===== src/rtl/binario_para_bcd_pkg.sv =====
// Shared types and constants for the binary-to-BCD converter.
package bcd_pkg;

  typedef enum logic [1:0] {
    OCIOSO  = 2'd0,
    DESLOCA = 2'd1,
    FIM     = 2'd2
  } estado_t;

  // Nibble that the seven-segment decoders render as a dark digit.
  localparam logic [3:0] BCD_APAGADO = 4'hF;

  // Smallest digit count whose decimal range covers every WIDTH-bit value,
  // i.e. the smallest D with 10^D >= 2^WIDTH.
  function automatic int min_digitos(input int largura);
    longint unsigned v_lim;
    longint unsigned v_pot;
    int              v_d;
    v_lim = longint'(1) << largura;
    v_pot = 1;
    v_d   = 0;
    for (int i = 0; i < 20; i++) begin
      if (v_pot < v_lim) begin
        v_pot = v_pot * 10;
        v_d   = v_d + 1;
      end
    end
    if (v_d < 1) v_d = 1;
    return v_d;
  endfunction

endpackage


===== src/rtl/binario_para_bcd_if.sv =====
// Start/result handshake between a requester and the converter.
interface binario_para_bcd_if #(
  parameter int WIDTH  = 16,
  parameter int DIGITS = 5
);
  logic                  iniciar;
  logic [WIDTH-1:0]      entrada;
  logic                  ocupado;
  logic                  pronto;
  logic [4*DIGITS-1:0]   bcd;

  modport master (output iniciar, entrada, input ocupado, pronto, bcd);
  modport slave  (input iniciar, entrada, output ocupado, pronto, bcd);
endinterface


===== src/rtl/binario_para_bcd_ajuste.sv =====
// One double-dabble correction cell: digits of 5 or more get 3 added so the
// following left shift carries into the next decimal digit.
module ajuste_bcd (
  input  logic [3:0] i_digito,
  output logic [3:0] o_digito
);
  assign o_digito = (i_digito >= 4'd5) ? (i_digito + 4'd3) : i_digito;
endmodule


===== src/rtl/binario_para_bcd.sv =====
// Sequential binary-to-BCD converter, one input bit per clock, with optional
// leading-zero blanking of the presented digits.
module binario_para_bcd
  import bcd_pkg::*;
#(
  parameter int WIDTH       = 16,
  parameter int DIGITS      = 5,
  parameter int BLANK_ZEROS = 1
) (
  input  logic             clock,
  input  logic             reset,
  binario_para_bcd_if.slave bus
);

  localparam int              CW        = $clog2(WIDTH + 1);
  localparam int              BW        = 4 * DIGITS;
  localparam logic [CW-1:0]   CARGA     = CW'(WIDTH);
  localparam logic [BW-1:0]   BCD_RESET = (BLANK_ZEROS != 0) ?
                                          {{(DIGITS-1){BCD_APAGADO}}, 4'h0} : '0;

  if (DIGITS < min_digitos(WIDTH)) begin : g_erro_digitos
    $error("binario_para_bcd: DIGITS too small for WIDTH");
  end

  estado_t         r_estado;
  logic [CW-1:0]   r_cont;
  logic [BW-1:0]   r_acum;
  logic [WIDTH-1:0] r_desloc;
  logic [BW-1:0]   r_bcd;
  logic            r_ocupado;
  logic            r_pronto;

  logic [BW-1:0]   w_ajustado;
  logic [BW-1:0]   w_apagado;

  for (genvar g = 0; g < DIGITS; g++) begin : g_ajuste
    ajuste_bcd u_ajuste (
      .i_digito (r_acum[4*g +: 4]),
      .o_digito (w_ajustado[4*g +: 4])
    );
  end

  // Leading-zero blanking of the finished accumulator; the units digit always shows.
  always_comb begin : p_apaga
    logic v_lider;
    w_apagado = r_acum;
    v_lider   = 1'b1;
    if (BLANK_ZEROS != 0) begin
      for (int k = DIGITS - 1; k >= 1; k--) begin
        if (v_lider && (r_acum[4*k +: 4] == 4'h0)) begin
          w_apagado[4*k +: 4] = BCD_APAGADO;
        end else begin
          v_lider = 1'b0;
        end
      end
    end
  end

  // Conversion FSM with registered handshake outputs.
  always_ff @(posedge clock) begin
    if (reset) begin
      r_estado  <= OCIOSO;
      r_cont    <= '0;
      r_acum    <= '0;
      r_desloc  <= '0;
      r_bcd     <= BCD_RESET;
      r_ocupado <= 1'b0;
      r_pronto  <= 1'b0;
    end else begin
      r_pronto <= 1'b0;
      case (r_estado)
        OCIOSO: begin
          if (bus.iniciar) begin
            r_desloc  <= bus.entrada;
            r_acum    <= '0;
            r_cont    <= CARGA;
            r_ocupado <= 1'b1;
            r_estado  <= DESLOCA;
          end
        end
        DESLOCA: begin
          r_acum   <= {w_ajustado[BW-2:0], r_desloc[WIDTH-1]};
          r_desloc <= {r_desloc[WIDTH-2:0], 1'b0};
          r_cont   <= r_cont - 1'b1;
          if (r_cont == CW'(1)) r_estado <= FIM;
        end
        FIM: begin
          r_bcd     <= w_apagado;
          r_pronto  <= 1'b1;
          r_ocupado <= 1'b0;
          r_estado  <= OCIOSO;
        end
        default: r_estado <= OCIOSO;
      endcase
    end
  end

  assign bus.ocupado = r_ocupado;
  assign bus.pronto  = r_pronto;
  assign bus.bcd     = r_bcd;

endmodule


===== src/flat_wrapper.sv =====
// flat-port wrapper written by rule: the top's interface ports become plain ports
module binario_para_bcd_flat import bcd_pkg::*;
#(
  parameter int WIDTH       = 16,
  parameter int DIGITS      = 5,
  parameter int BLANK_ZEROS = 1
)
  (clock, reset, bus_iniciar, bus_entrada, bus_ocupado, bus_pronto, bus_bcd);
  binario_para_bcd_if #(.WIDTH(WIDTH), .DIGITS(DIGITS)) bus_i ();
  input  logic clock;
  input  logic reset;
  input wire logic [$bits(bus_i.iniciar)-1:0] bus_iniciar;
  input wire logic [$bits(bus_i.entrada)-1:0] bus_entrada;
  output wire logic [$bits(bus_i.ocupado)-1:0] bus_ocupado;
  output wire logic [$bits(bus_i.pronto)-1:0] bus_pronto;
  output wire logic [$bits(bus_i.bcd)-1:0] bus_bcd;
  assign bus_i.iniciar = bus_iniciar;
  assign bus_i.entrada = bus_entrada;
  assign bus_ocupado = bus_i.ocupado;
  assign bus_pronto = bus_i.pronto;
  assign bus_bcd = bus_i.bcd;
  binario_para_bcd #(.WIDTH(WIDTH), .DIGITS(DIGITS), .BLANK_ZEROS(BLANK_ZEROS)) u_core (.clock(clock), .reset(reset), .bus(bus_i));
endmodule

===== config.mk =====
export PLATFORM = sky130hd
export DESIGN_NAME = binario_para_bcd_flat
export DESIGN_NICKNAME = d
export VERILOG_FILES = /design/src/rtl/binario_para_bcd_pkg.sv /design/src/rtl/binario_para_bcd_if.sv /design/src/rtl/binario_para_bcd_ajuste.sv /design/src/rtl/binario_para_bcd.sv /design/src/flat_wrapper.sv
export SDC_FILE = /design/constraint.sdc
export NUM_CORES = 1
export LEC_CHECK = 0
export CAP_MARGIN = 5
export CORE_MARGIN = 2
export CORE_UTILIZATION = 55
export CTS_CLUSTER_DIAMETER = 30
export CTS_CLUSTER_SIZE = 25
export DETAILED_ROUTE_END_ITERATION = 12
export PLACE_DENSITY = 0.85
export SLEW_MARGIN = 30
export SYNTH_ARGS = -nofsm -noshare
export SYNTH_HDL_FRONTEND = slang
export SYNTH_SLANG_ARGS = --single-unit

===== constraint.sdc =====
create_clock -name clock -period 2.4 [get_ports clock]
set_input_delay 0.48 -clock clock [delete_from_list [all_inputs] [get_ports clock]]
set_output_delay 0.48 -clock clock [all_outputs]
set_load 0.02 [all_outputs]

==> flow_summary.json, run 1 <==
{
  "yosysWarningCount": 0,
  "vdd_drop_max_mv": 0.4017,
  "crit_path_start_kind": "input pin",
  "crit_slowest_cell": "or3_1",
  "synthDistinctLibCells": 46,
  "initial_core_util_pct": 57.30,
  "layout.cells.most_common": "dfxtp_1",
  "floorplan.die.height_um": 77.18,
  "drt_pre_antenna_iters": 4,
  "yosys-mux-area-fraction_pct": 2.082,
  "layer_carrying_the_most_global_route_usage": "met2",
  "numPortBuffers": 40,
  "power_density_nw_per_um2": 668.9,
  "critical_path.top_delay_family": "simple AND/OR/NAND/NOR gates",
  "post-route-period-util_pct": 83.46,
  "global_route.usage.met3_pct": 5.176,
  "grt_max_degree": 43,
  "fraction_of_final_layout_cells_with_drive_strength_greater_than_1_pct": 10.30,
  "cts_made_buffers": 9,
  "cts_tree": "built",
  "syn2layout_area_growth_pct": 22.68,
  "cts_hold_repair.buffers": 0,
  "commonest_non_fill_non_tap_cells_in_the_layout": "dfxtp_1, clkdlybuf4s50_1, nor2_1",
  "yosysSeqAreaShare_pct": 44.18,
  "critical_path.max_fanout": 16,
  "max-clock-path-buffers": 2,
  "finalWirelength_mm": 6.576,
  "timing.max_slew.rel_slack_pct": 56.55,
  "met2_global_route_usage_pct": 38.52,
  "status": "finished clean",
  "1st_iter_drt_viols": 153,
  "nets": 398,
  "number_of_primary_i_o_pins": 41,
  "postSynth.topFlopCell": "dfxtp_1",
  "synthXorXnorAreaFrac_pct": 1.784,
  "antenna_found_initial": 0,
  "gp_congestion": 0.8985,
  "track_usage_pct": 22.93,
  "fillerInstances": 424,
  "min-delay-path-class": "reg2reg",
  "route.detailed.vias_per_inst": 5.727,
  "cts.root.buffer_cell": "clkbuf_8",
  "detailed_place_hpwl_mm": 4.407,
  "finalMaxSlewViolations": 0,
  "cp.required_ns": 2.67,
  "period_needed_ns": 2.003,
  "combinational_family_with_the_most_area_after_synthesis": "compound AO/OA/AOI/OAI gates",
  "antenna_cell_count": 0,
  "post_synthesis_area_per_instance_um2": 9.063,
  "static-leakage-power_nw": 1.473,
  "syn-instance-count": 325,
  "cp.arrival_ns": 2.28,
  "cts.sinks": 65,
  "slowest_delay_ns": 0.64,
  "post_cts_buffers": 0,
  "die_area_um2": 5957,
  "grt_util_met1_pct": 27.25,
  "post_synth_instance_area_um2": 2945,
  "max_cap_violations": 0,
  "total_area_of_multi_input_combinational_cells_um2": 1493,
  "worst_setup_path_end_kind": "flip-flop",
  "remaining_drc_errors": 0,
  "fin_util_pct": 70.30,
  "rows": 26,
  "unrepaired_setup_endpoints_after_global_routing": "no",
  "timing.setup.tns_ns": 0,
  "crit_path_cell_trace": "clkdlybuf4s50_1 > or3_1 > o31ai_1 > a32o_2",
  "synth_fp_nets": 359,
  "skew_ns": 0.009625,
  "finalHoldViolCount": 0,
  "wl_per_cell_um": 14.98,
  "synth_enable_flop_cells": 0,
  "synth_simple_gate_area_share_pct": 18.14,
  "antenna_violating_nets_post_route": 0,
  "yosys.area_share.adder_pct": 6.372,
  "cp_num_buf_inv": 1,
  "synth_seq_cells": 65,
  "async_reset_ff_share_pct": 0,
  "cts-resized-gates": 0,
  "clkTransAtPathRegs_ns": 0.07,
  "seq_area_um2": 1301,
  "worst_pin_slew_ns": 0.6508,
  "die_width_um": 77.18,
  "synth-compound-area-share_pct": 22.09,
  "wire_length_of_the_first_global_routing_pass_mm": 10.95,
  "cts.htree.levels": 3,
  "clock_latency_ns": 0.34,
  "max_freq_mhz": 499.2,
  "globalRouteOverflowTotal": 0,
  "num_vias": 2514,
  "setup-violations-final": 0,
  "critical_path_class": "in2reg",
  "via_count_of_the_first_global_routing_pass": 2426,
  "design.core.area_um2": 5140
}
[worst min-delay path, cell delays in order (launching register included)]
cell     delay, ns
dfxtp_1       0.31
nand2_1       0.05
a21oi_1       0.05
[layer usage]
metal,routed length [um],part of all wire (%)
met5,0,0
met4,137,2.1
met3,293,4.5
met2,3207,49
met1,2937,45
[registers in the layout (all words and copies together), names as in the netlist]
register            flops
u_core.r_desloc        16
u_core.r_estado         2
u_core.r_acum          20
u_core.r_cont           5
u_core.bus.pronto       1
u_core.bus.bcd         20
u_core.bus.ocupado      1
[cell type report]
class / instances / share of cell area (%)
timing repair buffer: 48 / 12.74
multi-input combinational: 223 / 41.31
inverter: 17 / 1.766
sequential: 65 / 36.01
clock buffer: 14 / 4.778
clock inverter: 2 / 0.9695
tap: 70 / 2.424
[Yosys cell counts (all sizes together) (2+ instances only)]
| cell | number | area [um2] |
|---|---|---|
| ha | 15 | 187.7 |
| buf | 10 | 55.05 |
| nor3 | 22 | 115.1 |
| a211oi | 3 | 22.52 |
| nand2b | 11 | 68.82 |
| o21ai | 10 | 53.80 |
| or3b | 2 | 17.52 |
| a2bb2oi | 8 | 70.07 |
| clkbuf | 10 | 38.78 |
| dfxtp | 65 | 1301 |
| inv | 17 | 63.81 |
| a21oi | 18 | 90.09 |
| mux2i | 5 | 50.05 |
| o32a | 4 | 45.04 |
| nor2b | 2 | 12.51 |
| xnor2 | 5 | 43.79 |
| a22oi | 4 | 30.03 |
| o22ai | 16 | 100.1 |
| a22o | 6 | 52.55 |
| nand2 | 16 | 60.06 |
| nor3b | 6 | 45.04 |
| nor2 | 38 | 142.6 |
| a222oi | 2 | 20.02 |
| nand3 | 2 | 10.01 |
| o31ai | 6 | 45.04 |
| a32o | 5 | 56.30 |
| o21bai | 5 | 37.54 |
[report_power, final]
group          total, mW  switching (mW)  internal [mW]  leakage, nW
combinational      0.294           0.158          0.136        0.837
clock              0.955           0.391          0.564        0.107
sequential          1.17          0.0393           1.13        0.529
total               2.42           0.587           1.83         1.47
[path summary, 6_finish.rpt]
kind	startpoint	to	slack, ns	cells after the start
setup / recovery	reset	u_core.r_acum[19]	0.40	4
hold / removal	u_core.bus.bcd[1]	u_core.bus.bcd[1]	0.46	2
setup reg to reg	u_core.r_estado[1]	u_core.bus.bcd[4]	0.53	4
hold reg to reg	u_core.bus.bcd[1]	u_core.bus.bcd[1]	0.46	2
[cell families (layout without fill, tap and decap cells)]
logic type | after synthesis | after routing
compound gates | 90 | 90
xor+xnor | 6 | 6
fa+ha+maj | 15 | 15
buf+inv | 37 | 81
flops | 65 | 65
mux | 6 | 6
simple gates | 106 | 106
[stage by stage]
stage | cell area [um2] | std cells | worst slack [ns] | total power, mW | hold WS [ns]
final | 3613 | 439 | 0.3970 | 2.417 | 0.4557
after global routing | 3613 | 439 | 0.3253 | 2.518 | 0.4807
after CTS | 3607 | 439 | 0.4749 | 2.427 | 0.4570
after detailed placement | 3400 | 423 | 0.1413 | 1.471 | 0.4478
after global placement | 3400 | 423 | 0.2753 | 1.462 | 0.4469
after floorplan | 2945 | 325 | 0.8274 | 1.383 | 0.4240
(Power assumes the default switching activity.)
==> run 2, diff against run 1 <==
Settings changed: CORE_UTILIZATION 55 to 54, PLACE_DENSITY 0.85 to 0.84.
Clock period 2.4 ns to 2 ns, I/O delays scaled along.
==> run 2 against run 1 <==
Clock power increased by 9%. Clock-buffer cell count is 3 lower. Routed wire length grew 1.6%. Worst hold slack gained 0.0024 ns. Sequential share of layout area is 0.73 points lower.
==> flow_summary.json, run 2 (synthesized netlist as in run 1, its figures left out) <==
{
  "status": "finished clean",
  "cts-resized-gates": 0,
  "wire_length_of_the_first_global_routing_pass_mm": 11.68,
  "cts.htree.levels": 3,
  "timing.setup.tns_ns": 0,
  "met3WireLength_um": 332,
  "setup-violations-final": 0,
  "commonest_non_fill_non_tap_cells_in_the_layout": "dfxtp_1, clkdlybuf4s50_1, nor2_1",
  "period_needed_ns": 1.796,
  "antenna_violating_nets_post_route": 0,
  "initial_core_util_pct": 56.94,
  "worst_pin_slew_ns": 0.4178,
  "skew_ns": 0.007793,
  "drt_pre_antenna_iters": 4,
  "track_usage_pct": 24.31,
  "cts_made_buffers": 9,
  "numPortBuffers": 40,
  "stdcell_count": 453,
  "cts.root.buffer_cell": "clkbuf_8",
  "cp_num_buf_inv": 1,
  "top_layer_used": "met4",
  "fillerInstances": 397,
  "min-delay-path-class": "reg2reg",
  "1st_iter_drt_viols": 147,
  "cts_hold_repair.buffers": 0,
  "clock_latency_ns": 0.34,
  "worst_setup_path_end_kind": "flip-flop",
  "max_freq_mhz": 556.9,
  "fraction_of_final_layout_cells_with_drive_strength_greater_than_1_pct": 13.58,
  "timing.hold.ws_ns": 0.4581,
  "finalWirelength_mm": 6.682,
  "gp_congestion": 0.8521,
  "antenna_cell_count": 0,
  "cts_tree": "built",
  "post-route-period-util_pct": 89.78,
  "remaining_drc_errors": 0,
  "detailed_place_hpwl_mm": 4.870,
  "rows": 26,
  "finalMaxSlewViolations": 0,
  "grt_max_degree": 21,
  "route.detailed.vias_per_inst": 5.717,
  "wl_per_cell_um": 14.75,
  "max_cap_violations": 0,
  "crit_slowest_cell": "or3b_1",
  "static-leakage-power_nw": 1.532,
  "fin_util_pct": 71.31,
  "number_of_primary_i_o_pins": 41,
  "critical_path_class": "reg2reg",
  "clkTransAtPathRegs_ns": 0.07,
  "routed-wl-met2_mm": 3.287,
  "post_cts_buffers": 0,
  "unrepaired_setup_endpoints_after_global_routing": "no",
  "critical_path.top_delay_family": "simple AND/OR/NAND/NOR gates",
  "design.core.area_um2": 5172,
  "layout.cells.most_common": "dfxtp_1",
  "die_area_um2": 6061,
  "via_count_of_the_first_global_routing_pass": 2558,
  "cp.required_ns": 2.29,
  "syn2layout_area_growth_pct": 25.23,
  "finalHoldViolCount": 0,
  "critical_path.max_fanout": 5,
  "nets": 413,
  "slowest_delay_ns": 0.42,
  "cts.sinks": 65,
  "globalRouteOverflowTotal": 0,
  "timing.max_slew.rel_slack_pct": 71.76,
  "num_vias": 2590,
  "max-clock-path-buffers": 2,
  "crit_path_cell_trace": "inv_1 > ha_1 > or3b_1 > nand3b_4 > o21ai_2 > o32a_2",
  "antenna_found_initial": 0,
  "die_width_um": 77.86,
  "sum_of_routed_wire_segments_on_met1_mm": 2.941,
  "crit_path_start_kind": "flip-flop",
  "vdd_drop_max_mv": 0.5420,
  "power_density_nw_per_um2": 762.0,
  "cp.arrival_ns": 2.08,
  "place_inst": 438,
  "floorplan.die.height_um": 77.86
}
## run 2: final timing paths
| check | start | end | cells after the start | slack [ns] |
|---|---|---|---|---|
| worst max register to register | u_core.r_acum[17] | u_core.bus.bcd[7] | 6 | 0.20 |
| worst min register to register | u_core.r_desloc[15] | u_core.r_desloc[15] | 2 | 0.46 |
| worst max-delay path | u_core.r_acum[17] | u_core.bus.bcd[7] | 6 | 0.20 |
| worst min-delay path | u_core.r_desloc[15] | u_core.r_desloc[15] | 2 | 0.46 |
## run 2: worst min-delay path, delay by kind of cell, from the launching register on
kind | cells | cell delay [ns]
AOI/OAI and AO/OA | 1 | 0.05
DFF | 1 | 0.33
and+or+nand+nor | 1 | 0.05
## run 2: area by class of cell
cell class                      count  area (um2)  area share [%]
Clock buffer                       11       131.4           3.562
Clock inverter                      4       45.04           1.221
Inverter                           17       63.81           1.730
Multi-Input combinational cell    223        1486           40.30
Sequential cell                    65        1301           35.28
Tap cell                           70       87.58           2.374
Timing Repair Buffer               63       573.1           15.54
## run 2: stage by stage
stage | setup WS [ns] | instance area [um2] | power (mW)
6_report | 0.2044 | 3689 | 2.811
5_1_grt | 0.08543 | 3689 | 2.926
4_1_cts | 0.1909 | 3689 | 2.821
3_5_place_dp | 0.01954 | 3512 | 1.795
3_3_place_gp | 0.1087 | 3512 | 1.780
2_1_floorplan | 0.4274 | 2945 | 1.659
## run 2: metal layers
layer | track usage (%) | up-vias
li1 | - | 1280
met1 | 29.46 | 1217
met2 | 39.74 | 81
met3 | 4.884 | 12
met4 | 14.46 | 0
met5 | 0 | -
## run 2: where the power goes
| part | switching (mW) | internal, mW |
|---|---|---|
| combinational | 0.190 | 0.184 |
| clock | 0.473 | 0.563 |
| sequential | 0.0464 | 1.35 |
| total | 0.710 | 2.10 |
==> run 3, diff against run 2 <==
Settings changed: CORE_UTILIZATION 54 to 55, CTS_BUF_LIST from default to sky130_fd_sc_hd__clkbuf_8, PLACE_DENSITY 0.84 to 0.85, RECOVER_POWER from default to 25.
==> run 3 against run 2 <==
Sequential share of layout area rose by 0.17 points. Global-route usage rose by 0.77 points. Fmax fell by 2.7%. Register-to-register slack got worse by 0.05 ns.
==> flow_summary.json, run 3 (synthesized netlist as in run 1, its figures left out) <==
{
  "track_usage_pct": 25.08,
  "timing.setup.tns_ns": 0,
  "wl_per_cell_um": 15.54,
  "max_freq_mhz": 542.0,
  "unrepaired_setup_endpoints_after_global_routing": "no",
  "remaining_drc_errors": 0,
  "numPortBuffers": 40,
  "nets": 406,
  "syn2layout_area_growth_pct": 24.64,
  "clock_latency_ns": 0.34,
  "static-leakage-power_nw": 1.512,
  "grt_max_degree": 31,
  "worst_setup_path_end_kind": "flip-flop",
  "cts.htree.levels": 3,
  "1st_iter_drt_viols": 178,
  "worst_pin_slew_ns": 0.7053,
  "finalMaxSlewViolations": 0,
  "via_count_of_the_first_global_routing_pass": 2563,
  "antenna_cell_count": 0,
  "cts-resized-gates": 0,
  "power_density_nw_per_um2": 818.3,
  "finalHoldViolCount": 0,
  "critical_path_class": "reg2reg",
  "critical_path.max_fanout": 5,
  "wire_length_of_the_first_global_routing_pass_mm": 11.83,
  "min-delay-path-class": "reg2reg",
  "skew_ns": 0.008491,
  "rows": 26,
  "cts.sinks": 65,
  "clkTransAtPathRegs_ns": 0.07,
  "cts_made_buffers": 9,
  "globalRouteOverflowTotal": 0,
  "design.core.area_um2": 5140,
  "num_vias": 2589,
  "commonest_non_fill_non_tap_cells_in_the_layout": "dfxtp_1, clkdlybuf4s50_1, nor2_1",
  "timing.max_slew.rel_slack_pct": 52.98,
  "antenna_violating_nets_post_route": 0,
  "drt_pre_antenna_iters": 4,
  "period_needed_ns": 1.845,
  "timing.hold.ws_ns": 0.4549,
  "die_area_um2": 5957,
  "number_of_primary_i_o_pins": 41,
  "fraction_of_final_layout_cells_with_drive_strength_greater_than_1_pct": 10.61,
  "floorplan.die.height_um": 77.18,
  "post_cts_buffers": 0,
  "vdd_drop_max_mv": 0.5048,
  "status": "finished clean",
  "fin_total_pwr_mw": 3.004,
  "max_cap_violations": 0,
  "cts_hold_repair.buffers": 0,
  "cp.required_ns": 2.29,
  "setup-violations-final": 0,
  "max-clock-path-buffers": 2,
  "cp.arrival_ns": 2.13,
  "finalWirelength_mm": 6.947,
  "initial_core_util_pct": 57.30,
  "cts_tree": "built",
  "route.detailed.vias_per_inst": 5.792,
  "detailed_place_hpwl_mm": 4.811,
  "post-route-period-util_pct": 92.25,
  "gp_congestion": 0.8456,
  "layout.cells.most_common": "dfxtp_1",
  "die_width_um": 77.18,
  "crit_path_start_kind": "flip-flop",
  "antenna_found_initial": 0,
  "cts.root.buffer_cell": "clkbuf_8"
}
## run 3: changes by cell type in the layout (fill, tap and decap cells not counted), sizes merged
| cell | change |
|---|---|
| clkinv | -3 |
| clkbuf | +7 |
| buf | -14 |
| inv | +3 |
| bufinv | +1 |
## run 3: layout make-up
type                            count  area [um2]
Sequential cell                    65        1301
Inverter                           17       63.81
Timing Repair Buffer               56       509.2
Fill cell                         455        1469
Multi-Input combinational cell    223        1486
Tap cell                           70       87.58
Clock buffer                       11       151.4
Clock inverter                      5       71.32
## run 3: metrics by stage
step	cell area, um2	std cells	setup WS [ns]	util [%]
after floorplan	2945	325	0.4274	-
final	3671	447	0.1550	71.42
after global routing	3671	447	0.06377	71.42
after global placement	3485	431	0.1499	67.79
after CTS	3707	447	0.1604	72.13
after detailed placement	3485	431	0.1114	67.79
## run 3: final timing paths
path / start / to / slack, ns / cells after the start
min: u_core.bus.bcd[2] / u_core.bus.bcd[2] / 0.45 / 2
max: u_core.r_acum[16] / u_core.bus.bcd[4] / 0.15 / 6
max reg2reg: u_core.r_acum[16] / u_core.bus.bcd[4] / 0.15 / 6
min reg2reg: u_core.bus.bcd[2] / u_core.bus.bcd[2] / 0.45 / 2
## run 3: where the power goes
| part | switching, mW | internal, mW | total, mW |
|---|---|---|---|
| logic | 0.189 | 0.169 | 0.358 |
| registers | 0.0435 | 1.35 | 1.40 |
| clock network | 0.491 | 0.757 | 1.25 |
## run 3: critical path, cell delays in order (launching register included)
cell and delay, ns:
dfxtp_1 0.34, inv_1 0.12, ha_1 0.25, or3b_1 0.43, nand3b_4 0.22, o21ai_2 0.24
o32a_2 0.18
## run 3: layer usage
metal / GRT usage [%] / vias to the layer above / share of wire, %
li1: - / 1262 / -
met1: 30.48 / 1225 / 43
met2: 41.39 / 85 / 49
met3: 7.882 / 17 / 5.9
met4: 9.643 / 0 / 1.9
met5: 0 / - / 0
